$ cat config.mk
export PLATFORM = sky130hd
export DESIGN_NAME = elevator_request_scheduler
export DESIGN_NICKNAME = d
export VERILOG_FILES = /design/src/rtl/elevator_request_scheduler.sv
export SDC_FILE = /design/constraint.sdc
export NUM_CORES = 1
export LEC_CHECK = 0
export ABC_AREA = 0
export CAP_MARGIN = 20
export CORE_UTILIZATION = 30
export DETAILED_ROUTE_END_ITERATION = 10
export HOLD_SLACK_MARGIN = 0.02
export PLACE_DENSITY = 0.45
export SLEW_MARGIN = 10
export SYNTH_ARGS = -nofsm -noshare
export SYNTH_HDL_FRONTEND = slang
export SYNTH_SLANG_ARGS = --single-unit
$ cat constraint.sdc
create_clock -name clk -period 2.1 [get_ports clk]
set_input_delay 0.42 -clock clk [delete_from_list [all_inputs] [get_ports clk]]
set_output_delay 0.42 -clock clk [all_outputs]
set_load 0.005 [all_outputs]
$ cat src/rtl/elevator_request_scheduler.sv
// Elevator request scheduler: latches floor calls and serves them
// in SCAN order, commanding the car and timing the door dwell.
module elevator_request_scheduler #(
    parameter int NUM_FLOORS  = 10,
    parameter int DOOR_CYCLES = 10000000
) (
    input  logic                  clk,
    input  logic                  reset,
    input  logic [NUM_FLOORS-1:0] call_req,
    input  logic [3:0]            current_floor,
    input  logic                  car_idle,
    output logic [3:0]            target_floor,
    output logic                  target_valid,
    output logic [NUM_FLOORS-1:0] pending,
    output logic                  dir_up,
    output logic                  door_open
);

    typedef enum logic [1:0] {
        IDLE,
        SELECT,
        TRAVEL,
        DOOR
    } state_t;

    localparam logic [23:0] DOOR_LOAD = 24'(DOOR_CYCLES - 1);

    state_t                state;
    state_t                state_nxt;
    logic [NUM_FLOORS-1:0] pending_nxt;
    logic [3:0]            target_nxt;
    logic                  valid_nxt;
    logic                  dir_nxt;
    logic                  door_nxt;
    logic [23:0]           cnt;
    logic [23:0]           cnt_nxt;

    logic                  here_hit;
    logic                  above_hit;
    logic                  below_hit;
    logic [3:0]            above_fl;
    logic [3:0]            below_fl;
    logic                  mid_hit;
    logic [3:0]            mid_fl;
    logic                  arrive;
    logic [NUM_FLOORS-1:0] accept;
    logic [NUM_FLOORS-1:0] clear_mask;
    logic [4:0]            cur5;
    logic [4:0]            tgt5;

    // Floors at or beyond NUM_FLOORS compare as above every served floor
    assign cur5   = {1'b0, current_floor};
    assign tgt5   = {1'b0, target_floor};
    assign arrive = (state == TRAVEL) && car_idle
                    && (current_floor == target_floor);

    // Nearest outstanding floor above, below and at the car position
    always_comb begin
        here_hit  = 1'b0;
        above_hit = 1'b0;
        below_hit = 1'b0;
        above_fl  = '0;
        below_fl  = '0;
        for (int i = NUM_FLOORS - 1; i >= 0; i--) begin
            if (pending[i] && (5'(i) > cur5)) begin
                above_hit = 1'b1;
                above_fl  = 4'(i);
            end
        end
        for (int i = 0; i < NUM_FLOORS; i++) begin
            if (pending[i] && (5'(i) < cur5)) begin
                below_hit = 1'b1;
                below_fl  = 4'(i);
            end
            if (pending[i] && (5'(i) == cur5)) begin
                here_hit = 1'b1;
            end
        end
    end

    // New call closest to the car lying on the way to the current target
    always_comb begin
        mid_hit = 1'b0;
        mid_fl  = target_floor;
        if (dir_up) begin
            for (int i = NUM_FLOORS - 1; i >= 0; i--) begin
                if (call_req[i] && (5'(i) > cur5) && (5'(i) < tgt5)) begin
                    mid_hit = 1'b1;
                    mid_fl  = 4'(i);
                end
            end
        end else begin
            for (int i = 0; i < NUM_FLOORS; i++) begin
                if (call_req[i] && (5'(i) < cur5) && (5'(i) > tgt5)) begin
                    mid_hit = 1'b1;
                    mid_fl  = 4'(i);
                end
            end
        end
    end

    // Request mask update: door-floor calls dropped, clear beats set
    always_comb begin
        accept     = '0;
        clear_mask = '0;
        for (int i = 0; i < NUM_FLOORS; i++) begin
            accept[i]     = call_req[i]
                            && !((state == DOOR) && (5'(i) == cur5));
            clear_mask[i] = arrive && (5'(i) == tgt5);
        end
        pending_nxt = (pending | accept) & ~clear_mask;
    end

    // Next state and next values of all registered outputs
    always_comb begin
        state_nxt  = state;
        target_nxt = target_floor;
        valid_nxt  = target_valid;
        dir_nxt    = dir_up;
        door_nxt   = door_open;
        cnt_nxt    = cnt;
        unique case (state)
            IDLE: begin
                if (|pending) begin
                    state_nxt = SELECT;
                end
            end
            SELECT: begin
                state_nxt = TRAVEL;
                valid_nxt = 1'b1;
                if (here_hit) begin
                    target_nxt = current_floor;
                end else if (dir_up && above_hit) begin
                    target_nxt = above_fl;
                end else if (dir_up && below_hit) begin
                    target_nxt = below_fl;
                    dir_nxt    = 1'b0;
                end else if (!dir_up && below_hit) begin
                    target_nxt = below_fl;
                end else if (!dir_up && above_hit) begin
                    target_nxt = above_fl;
                    dir_nxt    = 1'b1;
                end else begin
                    state_nxt = IDLE;
                    valid_nxt = 1'b0;
                end
            end
            TRAVEL: begin
                if (arrive) begin
                    state_nxt = DOOR;
                    valid_nxt = 1'b0;
                    door_nxt  = 1'b1;
                    cnt_nxt   = DOOR_LOAD;
                end else if (mid_hit) begin
                    target_nxt = mid_fl;
                end
            end
            DOOR: begin
                if (cnt == '0) begin
                    door_nxt  = 1'b0;
                    state_nxt = (|pending) ? SELECT : IDLE;
                end else begin
                    cnt_nxt = cnt - 24'd1;
                end
            end
            default: begin
                state_nxt = IDLE;
            end
        endcase
    end

    // State and output registers
    always_ff @(posedge clk or posedge reset) begin
        if (reset) begin
            state        <= IDLE;
            pending      <= '0;
            target_floor <= '0;
            target_valid <= 1'b0;
            dir_up       <= 1'b1;
            door_open    <= 1'b0;
            cnt          <= '0;
        end else begin
            state        <= state_nxt;
            pending      <= pending_nxt;
            target_floor <= target_nxt;
            target_valid <= valid_nxt;
            dir_up       <= dir_nxt;
            door_open    <= door_nxt;
            cnt          <= cnt_nxt;
        end
    end

endmodule

==> implementation parameters <==
Parameter                              Value

Placement
  Place WS ... -0.8367 ns
  Cell total after placement ... 733
  Global placement routability congestion ... 0.9357
  # port buffers ... 33
  Post-detail-place hpwl ... approximately 11000 um

Setup path
  Type of element launching the critical path ... register
  Count of cell instances traversed by the critical path ... 8
  Worst stage delay on the critical path ... 0.55 ns
  Kind of end point of the critical path ... register
  Biggest fanout along the worst timing path ... 5
  Cell-by-cell listing of the critical path ... or4_4 > nor3_4 > a41oi_4 > buf_6 > and2_4 > nor2b_4 > xnor2_2 > nor2_1
  Arrival time worst endpoint ... roughly 2.4 ns
  Buffer and inverter count on the worst path ... 1
  Reg2reg path depth ... 8
  Gate family responsible for the most delay along the worst path ... simple AND/OR/NAND/NOR gates
  Required time worst endpoint ... 2.28 ns
  Critical path class ... register to register
  Library cell contributing the largest single delay on the critical path ... sky130_fd_sc_hd__or4_4

Detailed routing
  Pre-Repair DR Iteration Count ... 8
  Iter 0 DRT Violations ... 267
  Number of remaining DRC errors ... 4
  Routed wire length per instance ... 19.05 um
  DRT antenna net count ... 0
  Total Wirelength ... 14750 um
  Routed vias/inst ... approximately 5.5
  Via count ... 4246

Timing
  Rel. slew slack ... 60.85%
  Fmax ... approximately 440 MHz
  Setup repair after global routing missed its margin ... true
  Final Skew ... 0.007783 ns
  Endpoints failing setup ... 25
  Worst hold slack ... 0.4618 ns
  Transition time of the tightest slew-check pin ... around 0.58 ns
  Final total negative setup slack ... -2.010 ns
  Minimum clock period after layout ... roughly 2.3 ns
  Final worst path period share ... 107.7%
  Final slew viol count ... 0
  Number of endpoints with negative hold slack in the final report ... 0
  Setup slack after layout ... -0.1612 ns

Final layout
  P&R area growth vs syn ... 68.31%
  Non-filler cells in the finished layout ... between 700 and 800
  Count of antenna diodes in the layout ... 0
  Share of cells above drive strength 1 ... 47.86%
  Nets@finish ... 648

Pwr
  P_sw ... 0.7933 mW
  Maximum resistive drop on vdd ... 0.4713 mV
  Switching power as a share of total power ... between 30% and 40%
  Total power draw ... 2.527 mW
  Sequential share of power ... 37.6%
  Relative contribution of the clock network to total power ... between 30% and 40%
  Total leakage power ... between 2 and 3 nW
  Power density normalized to cell area ... 416.5 nW/um2
  Comb pwr share ... 29.7%
  Cell internal power dissipation ... 1.734 mW

Synth
  Total standard cell area after synthesis ... 3605 um2
  Number of synthesized register bits ... 43
  Synth Net Count ... 449
  Async set-or-reset flop fraction in the synthesized netlist ... 100.0%
  Post-Syn Instances ... 431
  Count of warnings emitted by yosys ... 0
  Ys flop type ... sky130_fd_sc_hd__dfrtp_1
  Distinct cell type count of the synthesized netlist ... 78
  EDFF count, synth ... 0
  Mean post-synth cell area ... 8.364 um2
  Part of the Yosys area used for sequential elements ... between 20 and 30%

Run
  Count of maximum capacitance violations ... 0

Global route
  Global-route met3 utilization ... around 3.5%
  Maximum number of pins on one net before global-route repair ... 21
  Met2 track demand over resource ... 37.46%
  First-pass GRT wire length ... 22900 um
  Overall routing resource usage ... 23.70%
  Number of antenna violations at the first check in global routing ... 0
  Most used routing layer ... met2
  Total congestion overflow ... 0
  Via count of the first global-routing pass ... 4130
  Fraction of met1 tracks used by global routing ... between 30% and 40%

Clock network
  CTS tree ... built
  Clock root buffer master ... sky130_fd_sc_hd__clkbuf_16
  Sink count of the clock tree ... 43
  Clock latency at the later pin of the worst-skew pair ... 0.29 ns
  Num CTS Buffers ... 5
  H-Tree Level Count ... 2
  Max Root-Sink Buffers ... 2
  Clock edge transition at the registers on the reported setup and hold paths ... 0.07 ns

Worst hold path
  Path category of the worst min-delay check ... primary input to asynchronous set/reset pin

Floorplan
  Die Y-Extent ... 111.6 um
  Horizontal die dimension ... 111.6 um
  Core Box Area ... 11560 um2
  Row count ... 39
  Full die area ... 12460 um2
  Effective utilization at floorplan ... 31.17%
  Boundary pin count ... 34

Status
  Result of the run ... complete, but fails checks
  Violated checks ... design-rule violations, negative setup slack
## registers in the layout (all words and copies together) (netlist names), named ones only
name          count
pending          10
state             1
door_open         1
cnt              24
target_floor      4
target_valid      1
dir_up            1
## worst reg2reg max path, delay by kind of cell, from the launching register on
kind                      cells  cell delay, ns
and+or+nand+nor               5            1.20
xor gates and xnor gates      1            0.13
buffers and inverters         1            0.20
DFF                           1            0.39
AOI/OAI and AO/OA             1            0.23
## synth_stat cells (7+ instances only)
library cell | count | area (um2)
sky130_fd_sc_hd__a21oi_1 | 26 | 130.1
sky130_fd_sc_hd__a31oi_1 | 8 | 50.05
sky130_fd_sc_hd__buf_2 | 7 | 35.03
sky130_fd_sc_hd__buf_6 | 10 | 112.6
sky130_fd_sc_hd__clkbuf_1 | 8 | 30.03
sky130_fd_sc_hd__dfrtp_1 | 42 | 1051
sky130_fd_sc_hd__inv_1 | 13 | 48.80
sky130_fd_sc_hd__nand2_1 | 35 | 131.4
sky130_fd_sc_hd__nand2b_1 | 9 | 56.30
sky130_fd_sc_hd__nand3_1 | 19 | 95.09
sky130_fd_sc_hd__nor2_1 | 36 | 135.1
sky130_fd_sc_hd__nor2b_1 | 8 | 50.05
sky130_fd_sc_hd__nor3_1 | 22 | 110.1
sky130_fd_sc_hd__o21ai_0 | 22 | 110.1
sky130_fd_sc_hd__or3_1 | 14 | 87.58
sky130_fd_sc_hd__xnor2_1 | 16 | 140.1
## through the flow
| stage | area, um2 | util, % |
|---|---|---|
| after floorplan | 3618 | - |
| after global placement | 5129 | 44.35 |
| after detailed placement | 5129 | 44.35 |
| after CTS | 5822 | 50.34 |
| after global routing | 6067 | 52.46 |
| final | 6067 | 52.46 |
## power by group through the flow
stage	sequential [mW]	combinational [mW]	clock, mW
4_1_cts	0.945	0.697	0.841
6_report	0.950	0.751	0.826
3_5_place_dp	0.952	0.622	0
2_1_floorplan	0.964	0.296	0
3_3_place_gp	0.951	0.617	0
5_1_grt	0.958	0.810	0.865
## metal layers
layer	wire length [um]	vias up	share of wire, %
met5	0	-	0
met4	189	0	1.3
met3	710	19	4.8
met2	6948	112	47
met1	6899	2096	47
li1	-	2019	-
## path summary, 6_finish.rpt
kind	startpoint	end	slack, ns
worst max-delay path	cnt[4]	cnt[7]	-0.16
worst min-delay path	reset	pending[5]	0.46
worst max register to register	cnt[4]	cnt[7]	-0.16
worst min register to register	door_open	door_open	0.50
max in group asynchronous	reset	cnt[13]	1.14
min in group clk	door_open	door_open	0.50
## area by class of cell
| type | instances | area (um2) |
|---|---|---|
| fill | 1110 | 5498 |
| multi-input combinational | 345 | 2741 |
| timing repair buffer | 222 | 1863 |
| sequential | 43 | 1085 |
| tap | 143 | 178.9 |
| clock buffer | 5 | 125.1 |
| inverter | 13 | 48.80 |
| clock inverter | 3 | 25.02 |
## cell families (layout without fill, tap and decap cells)
| family | after synthesis | in the layout | synth area share [%] |
|---|---|---|---|
| AOI/OAI and AO/OA | 132 | 132 | 26.90 |
| adders and majority gates | 1 | 1 | 0.3470 |
| DFF | 43 | 43 | 29.89 |
| muxes | 6 | 6 | 1.666 |
| xor gates and xnor gates | 19 | 19 | 4.616 |
| and+or+nand+nor | 187 | 187 | 29.12 |
| buffers and inverters | 43 | 243 | 7.462 |
## repair_timing
action,CTS,global route
cloned,1,1
setup endpoints to repair,41,31
hold buffers,0,0
pin swaps,28,33
setup buffers,24,9
gates resized for setup,92,37
## cell usage in the layout (no fill, tap or decap), drive strengths merged, types with 7 or more instances in the layout
master	n
buf	192
nand2	35
nor3	27
nand3	19
xnor2	16
dfrtp	42
o21ai	27
a221oi	7
nor2	36
a21oi	27
a31oi	8
and2	7
clkdlybuf4s50	29
or3	16
nor4	7
nand2b	9
nor2b	8
inv	13
(Power assumes the default switching activity.)
